[src/rtl/quad_step_gen.sv]
// rtl/quad_step_gen.sv - quadrature step generator (optional position accumulator: QUAD_STEP_GEN_POS_EN)
module quad_step_gen #(
    parameter int CNT_W = 16,
    parameter int DIV_W = 16,
    parameter int POS_W = 24
) (
    input  logic                    clk,
    input  logic                    reset,
    input  logic                    cmd_valid,
    output logic                    cmd_ready,
    input  logic                    cmd_dir,
    input  logic [CNT_W-1:0]        cmd_steps,
    input  logic [DIV_W-1:0]        cmd_period,
    input  logic                    abort,
    output logic                    sensor1_data,
    output logic                    sensor2_data,
    output logic                    busy,
    output logic                    done,
    output logic signed [POS_W-1:0] position
);

    typedef enum logic {IDLE, RUN} state_t;

    localparam logic [CNT_W-1:0] CNT_ONE = 1;
    localparam logic [DIV_W-1:0] DIV_ONE = 1;

    state_t           state, state_nx;
    logic [1:0]       ph, ph_nx;
    logic             dir, dir_nx;
    logic [CNT_W-1:0] steps_left, steps_nx;
    logic [DIV_W-1:0] timer, timer_nx;
    logic [DIV_W-1:0] per_m1, per_m1_nx;
    logic             done_nx;
    logic [DIV_W-1:0] cmd_per_m1;

    // Phase index to {sensor2, sensor1} Gray pattern.
    function automatic logic [1:0] gray(input logic [1:0] p);
        case (p)
            2'd0:    gray = 2'b00;
            2'd1:    gray = 2'b01;
            2'd2:    gray = 2'b11;
            default: gray = 2'b10;
        endcase
    endfunction

    assign cmd_ready  = (state == IDLE);
    assign busy       = (state == RUN);
    assign cmd_per_m1 = (cmd_period == '0) ? '0 : cmd_period - DIV_ONE;

    // Next-state logic: accept commands in IDLE, pace and emit transitions in RUN.
    always_comb begin
        state_nx  = state;
        ph_nx     = ph;
        dir_nx    = dir;
        steps_nx  = steps_left;
        timer_nx  = timer;
        per_m1_nx = per_m1;
        done_nx   = 1'b0;
        case (state)
            IDLE: begin
                if (cmd_valid) begin
                    if (cmd_steps != '0) begin
                        dir_nx    = cmd_dir;
                        steps_nx  = cmd_steps;
                        timer_nx  = cmd_per_m1;
                        per_m1_nx = cmd_per_m1;
                        state_nx  = RUN;
                    end else begin
                        done_nx = 1'b1;
                    end
                end
            end
            RUN: begin
                if (abort) begin
                    state_nx = IDLE;
                end else if (timer != '0) begin
                    timer_nx = timer - DIV_ONE;
                end else begin
                    ph_nx    = dir ? ph + 2'd1 : ph - 2'd1;
                    steps_nx = steps_left - CNT_ONE;
                    timer_nx = per_m1;
                    if (steps_left == CNT_ONE) begin
                        state_nx = IDLE;
                        done_nx  = 1'b1;
                    end
                end
            end
            default: state_nx = IDLE;
        endcase
    end

    // State and output registers; sensors are registered from the next phase.
    always_ff @(posedge clk or posedge reset) begin
        if (reset) begin
            state        <= IDLE;
            ph           <= 2'd0;
            dir          <= 1'b0;
            steps_left   <= '0;
            timer        <= '0;
            per_m1       <= '0;
            done         <= 1'b0;
            sensor1_data <= 1'b0;
            sensor2_data <= 1'b0;
        end else begin
            state        <= state_nx;
            ph           <= ph_nx;
            dir          <= dir_nx;
            steps_left   <= steps_nx;
            timer        <= timer_nx;
            per_m1       <= per_m1_nx;
            done         <= done_nx;
            {sensor2_data, sensor1_data} <= gray(ph_nx);
        end
    end

`ifdef QUAD_STEP_GEN_POS_EN
    localparam logic [POS_W-1:0] POS_ONE = 1;
    logic [POS_W-1:0] pos_q;

    // Every phase change is exactly one step in the latched direction.
    always_ff @(posedge clk or posedge reset) begin
        if (reset) begin
            pos_q <= '0;
        end else if (ph_nx != ph) begin
            pos_q <= dir ? pos_q + POS_ONE : pos_q - POS_ONE;
        end
    end

    assign position = pos_q;
`else
    assign position = '0;
`endif

endmodule

[config.mk]
export PLATFORM = sky130hd
export DESIGN_NAME = quad_step_gen
export DESIGN_NICKNAME = d
export VERILOG_FILES = /design/src/rtl/quad_step_gen.sv
export SDC_FILE = /design/constraint.sdc
export NUM_CORES = 1
export LEC_CHECK = 0
export ABC_AREA = 1
export BUFFER_PORTS_ARGS = -buffer_cell sky130_fd_sc_hd__buf_2
export CORE_ASPECT_RATIO = 0.8
export CORE_MARGIN = 2
export CORE_UTILIZATION = 59
export CTS_BUF_LIST = sky130_fd_sc_hd__clkbuf_4 sky130_fd_sc_hd__clkbuf_8
export DETAILED_ROUTE_END_ITERATION = 6
export GPL_TIMING_DRIVEN = 0
export PLACE_DENSITY = 0.83
export REMOVE_ABC_BUFFERS = 1
export SYNTH_ARGS = -nofsm -noshare
export SYNTH_HDL_FRONTEND = slang
export SYNTH_SLANG_ARGS = --single-unit
[constraint.sdc]
create_clock -name clk -period 5.4 [get_ports clk]
set_clock_uncertainty 0.15 [all_clocks]
set_input_delay 0.81 -clock clk [delete_from_list [all_inputs] [get_ports clk]]
set_output_delay 0.81 -clock clk [all_outputs]
set_load 0.03 [all_outputs]
==> results.toml <==
[status]
status = "complete, no violations"

[logic_synthesis]
ys.flop_type = "dfrtp_1"
ys_warn_count = 0
yosys.area_share.simple_pct = 43.7
muxShareOfSynthArea_pct = 0
syn_inst = 658
synth_compound_area_share_pct = 6.96
syn_area_per_cell_um2 = 6.37
netlist-cell-type-count = 30
async_flop_share_pct = 100
synth_seq_cells = 55
synth_top_family_by_area = "simple AND/OR/NAND/NOR gates"
synthXorXnorAreaFrac_pct = 2.51
synth_seq_area_share_pct = 32.8
syn_area_um2 = 4190
synth_edf_count = 0
synth_fa_ha_area_share_pct = 2.09

[route]
firstDrtPassIters = 7
drcViolationCount = 0
drt_iter0_drc = 354
vias = 4222
drt_wl_total_um = 10100
wl_per_cell_um = 13.0
antenna_left = 0
viasPerCell = 5.43

[clock_tree]
cts_tree = "yes"
cts_root_buffer = "clkbuf_8"
path_clk_slew_ns = 0.10
cts_resized = 0
ctsHoldBuffers = 0
clkLatencyLatePin_ns = 0.32
cts_max_level = 2
clk_path_buf_depth = 2
post_cts_buffers = 0
clock_sinks = 55
cts_buffers = 5

[grt]
grt_first_pass_wirelength_um = 16800
grt-ovfl-total = 0
grt_max_degree = 44
grt_usage_pct = 26.5
grt_pass1_vias = 3611
antenna_found_initial = 0

[timing]
setup_viol = 0
fin_setup_tns_ns = 0
period_minus_slack_ns = 3.46
fmax_mhz = 289
worst_pin_slew_ns = 1.16
grt_setup_unrepaired = "false"
relSlewSlack_pct = 22.9
period_share_pct = 64.0
final_hold_viol_count = 0
slew_viol_final = 0

[floorplan]
start_util_pct = 60.8
floorplan.rows = 27
core_um2 = 6890
fp.dieArea_um2 = 7800
ios = 66
die_h_um = 79.4
die_x_um = 98.2

[setup_path]
rrSetupSlack_ns = 1.94
crit_slowest_cell = "dfrtp_1"
worstPathRequired_ns = 5.50
r2r_cells = 8
critPathLaunchType = "flop"
timing.rr.end = "steps_left[0]"
r2r-start = "busy"
worstSetupPathType = "flop to flop"
max_stage_delay_ns = 1.13
cp-startpoint = "busy"
crit_path_frequent_cell = "inv_2"
critPathMaxFanout = 34
cp.arrival_ns = 3.56
cp-end-kind = "flop"
crit_chain = "inv_2 -> nor2_1 -> inv_2 -> nand2_2 -> nand2_4 -> inv_2 -> nand2_1 -> o21ai_1"
setup.worst_path.end = "steps_left[0]"

[layout]
regArea_um2 = 1380
antenna_cells = 0
fin_nets = 734
drive_above_1_share_pct = 12.2
syn_to_final_growth_pct = 6.03
final_cell_mix = "nand2_1 (214), nor2_1 (98), nand3_1 (59)"
multiInputGateArea_um2 = 2400
nFillCells = 657
final_common_cell = "nand2_1"

[min_path]
hold_path.class = "input pin to asynchronous set/reset pin"

[placed_design]
port_buffers = 41
dp_hpwl_um = 7790
gp_congestion = 0.925

[power]
p_total_mw = 1.63
cellPowerDensity_nw_per_um2 = 368
peakVddDrop_mv = 0.214
leakagePower_nw = 2.33

[run]
drv_cap = 0
-- logic make-up (layout without fill, tap and decap cells) --
| group | after synthesis | count (layout) |
|---|---|---|
| AOI/OAI and AO/OA | 56 | 56 |
| xor gates and xnor gates | 12 | 12 |
| adders and majority gates | 7 | 7 |
| buffers and inverters | 103 | 113 |
| DFF | 55 | 55 |
| other | 1 | 24 |
| and+or+nand+nor | 424 | 424 |
-- state kept, by name, indices dropped and copies added (netlist names) --
signal,flops
per_m1,16
steps_left,16
timer,16
ph,2
busy,1
dir,1
done,1
sensor1_data,1
sensor2_data,1
-- through the flow --
step	cells	hold slack [ns]	util (%)	cell area (um^2)	setup WS [ns]
floorplan	641	0.300	-	4020	2.46
global placement	769	0.317	62.8	4330	2.06
detailed placement	770	0.319	63.1	4350	2.03
CTS	778	0.297	64.5	4440	2.00
global route	778	0.303	64.5	4440	1.68
finish	778	0.288	64.5	4440	1.94
-- critical path, delay by kind of cell (launching register included) --
| family | cells | cell delay (ns) |
|---|---|---|
| flops | 1 | 1.13 |
| simple gates | 4 | 1.03 |
| buf+inv | 3 | 0.99 |
| compound gates | 1 | 0.09 |
-- how the worst min path moves through the flow --
stage | start | end | slack, ns | depth (start not counted)
2_1_floorplan | per_m1[11] | per_m1[11] | 0.30 | 2
3_3_place_gp | per_m1[0] | per_m1[0] | 0.32 | 2
3_5_place_dp | per_m1[14] | per_m1[14] | 0.32 | 2
4_1_cts | reset | steps_left[6] | 0.30 | 2
5_1_grt | reset | steps_left[6] | 0.30 | 2
6_report | reset | steps_left[5] | 0.29 | 2
-- power by group --
| group | internal, mW | switching (mW) |
|---|---|---|
| clock network | 0.0986 | 0.141 |
| registers | 0.536 | 0.141 |
| logic | 0.232 | 0.484 |
-- cell type report --
cell class | count | area share, %
repair buffers | 42 | 5.07
clock buffers | 6 | 1.72
clock inverters | 2 | 0.366
well taps | 87 | 2.45
inverters | 63 | 5.32
flip-flops and latches | 55 | 31.0
multi-input cells | 523 | 54.1
-- routing by layer --
metal	vias up	share of wire (%)	GRT usage (%)
met4	0	0.78	4.93
met2	206	42	40.0
li1	2093	-	-
met1	1914	48	40.0
met5	-	0	0
met3	9	9.5	5.43
-- synthesized netlist by cell type, drive strengths merged, types with 4 or more instances --
cell type / n / area (um^2)
xor2: 7 / 61.3
inv: 62 / 233
xnor2: 5 / 43.8
nand2: 223 / 875
nand3: 59 / 295
o21ai: 42 / 210
buf: 34 / 238
ha: 7 / 87.6
nand3b: 5 / 37.5
dfrtp: 55 / 1380
nand4: 14 / 87.6
nor2: 116 / 495
clkbuf: 6 / 22.5
a21oi: 8 / 40.0
nor3: 4 / 20.0
No activity file was read; power rests on OpenSTA's default activity.
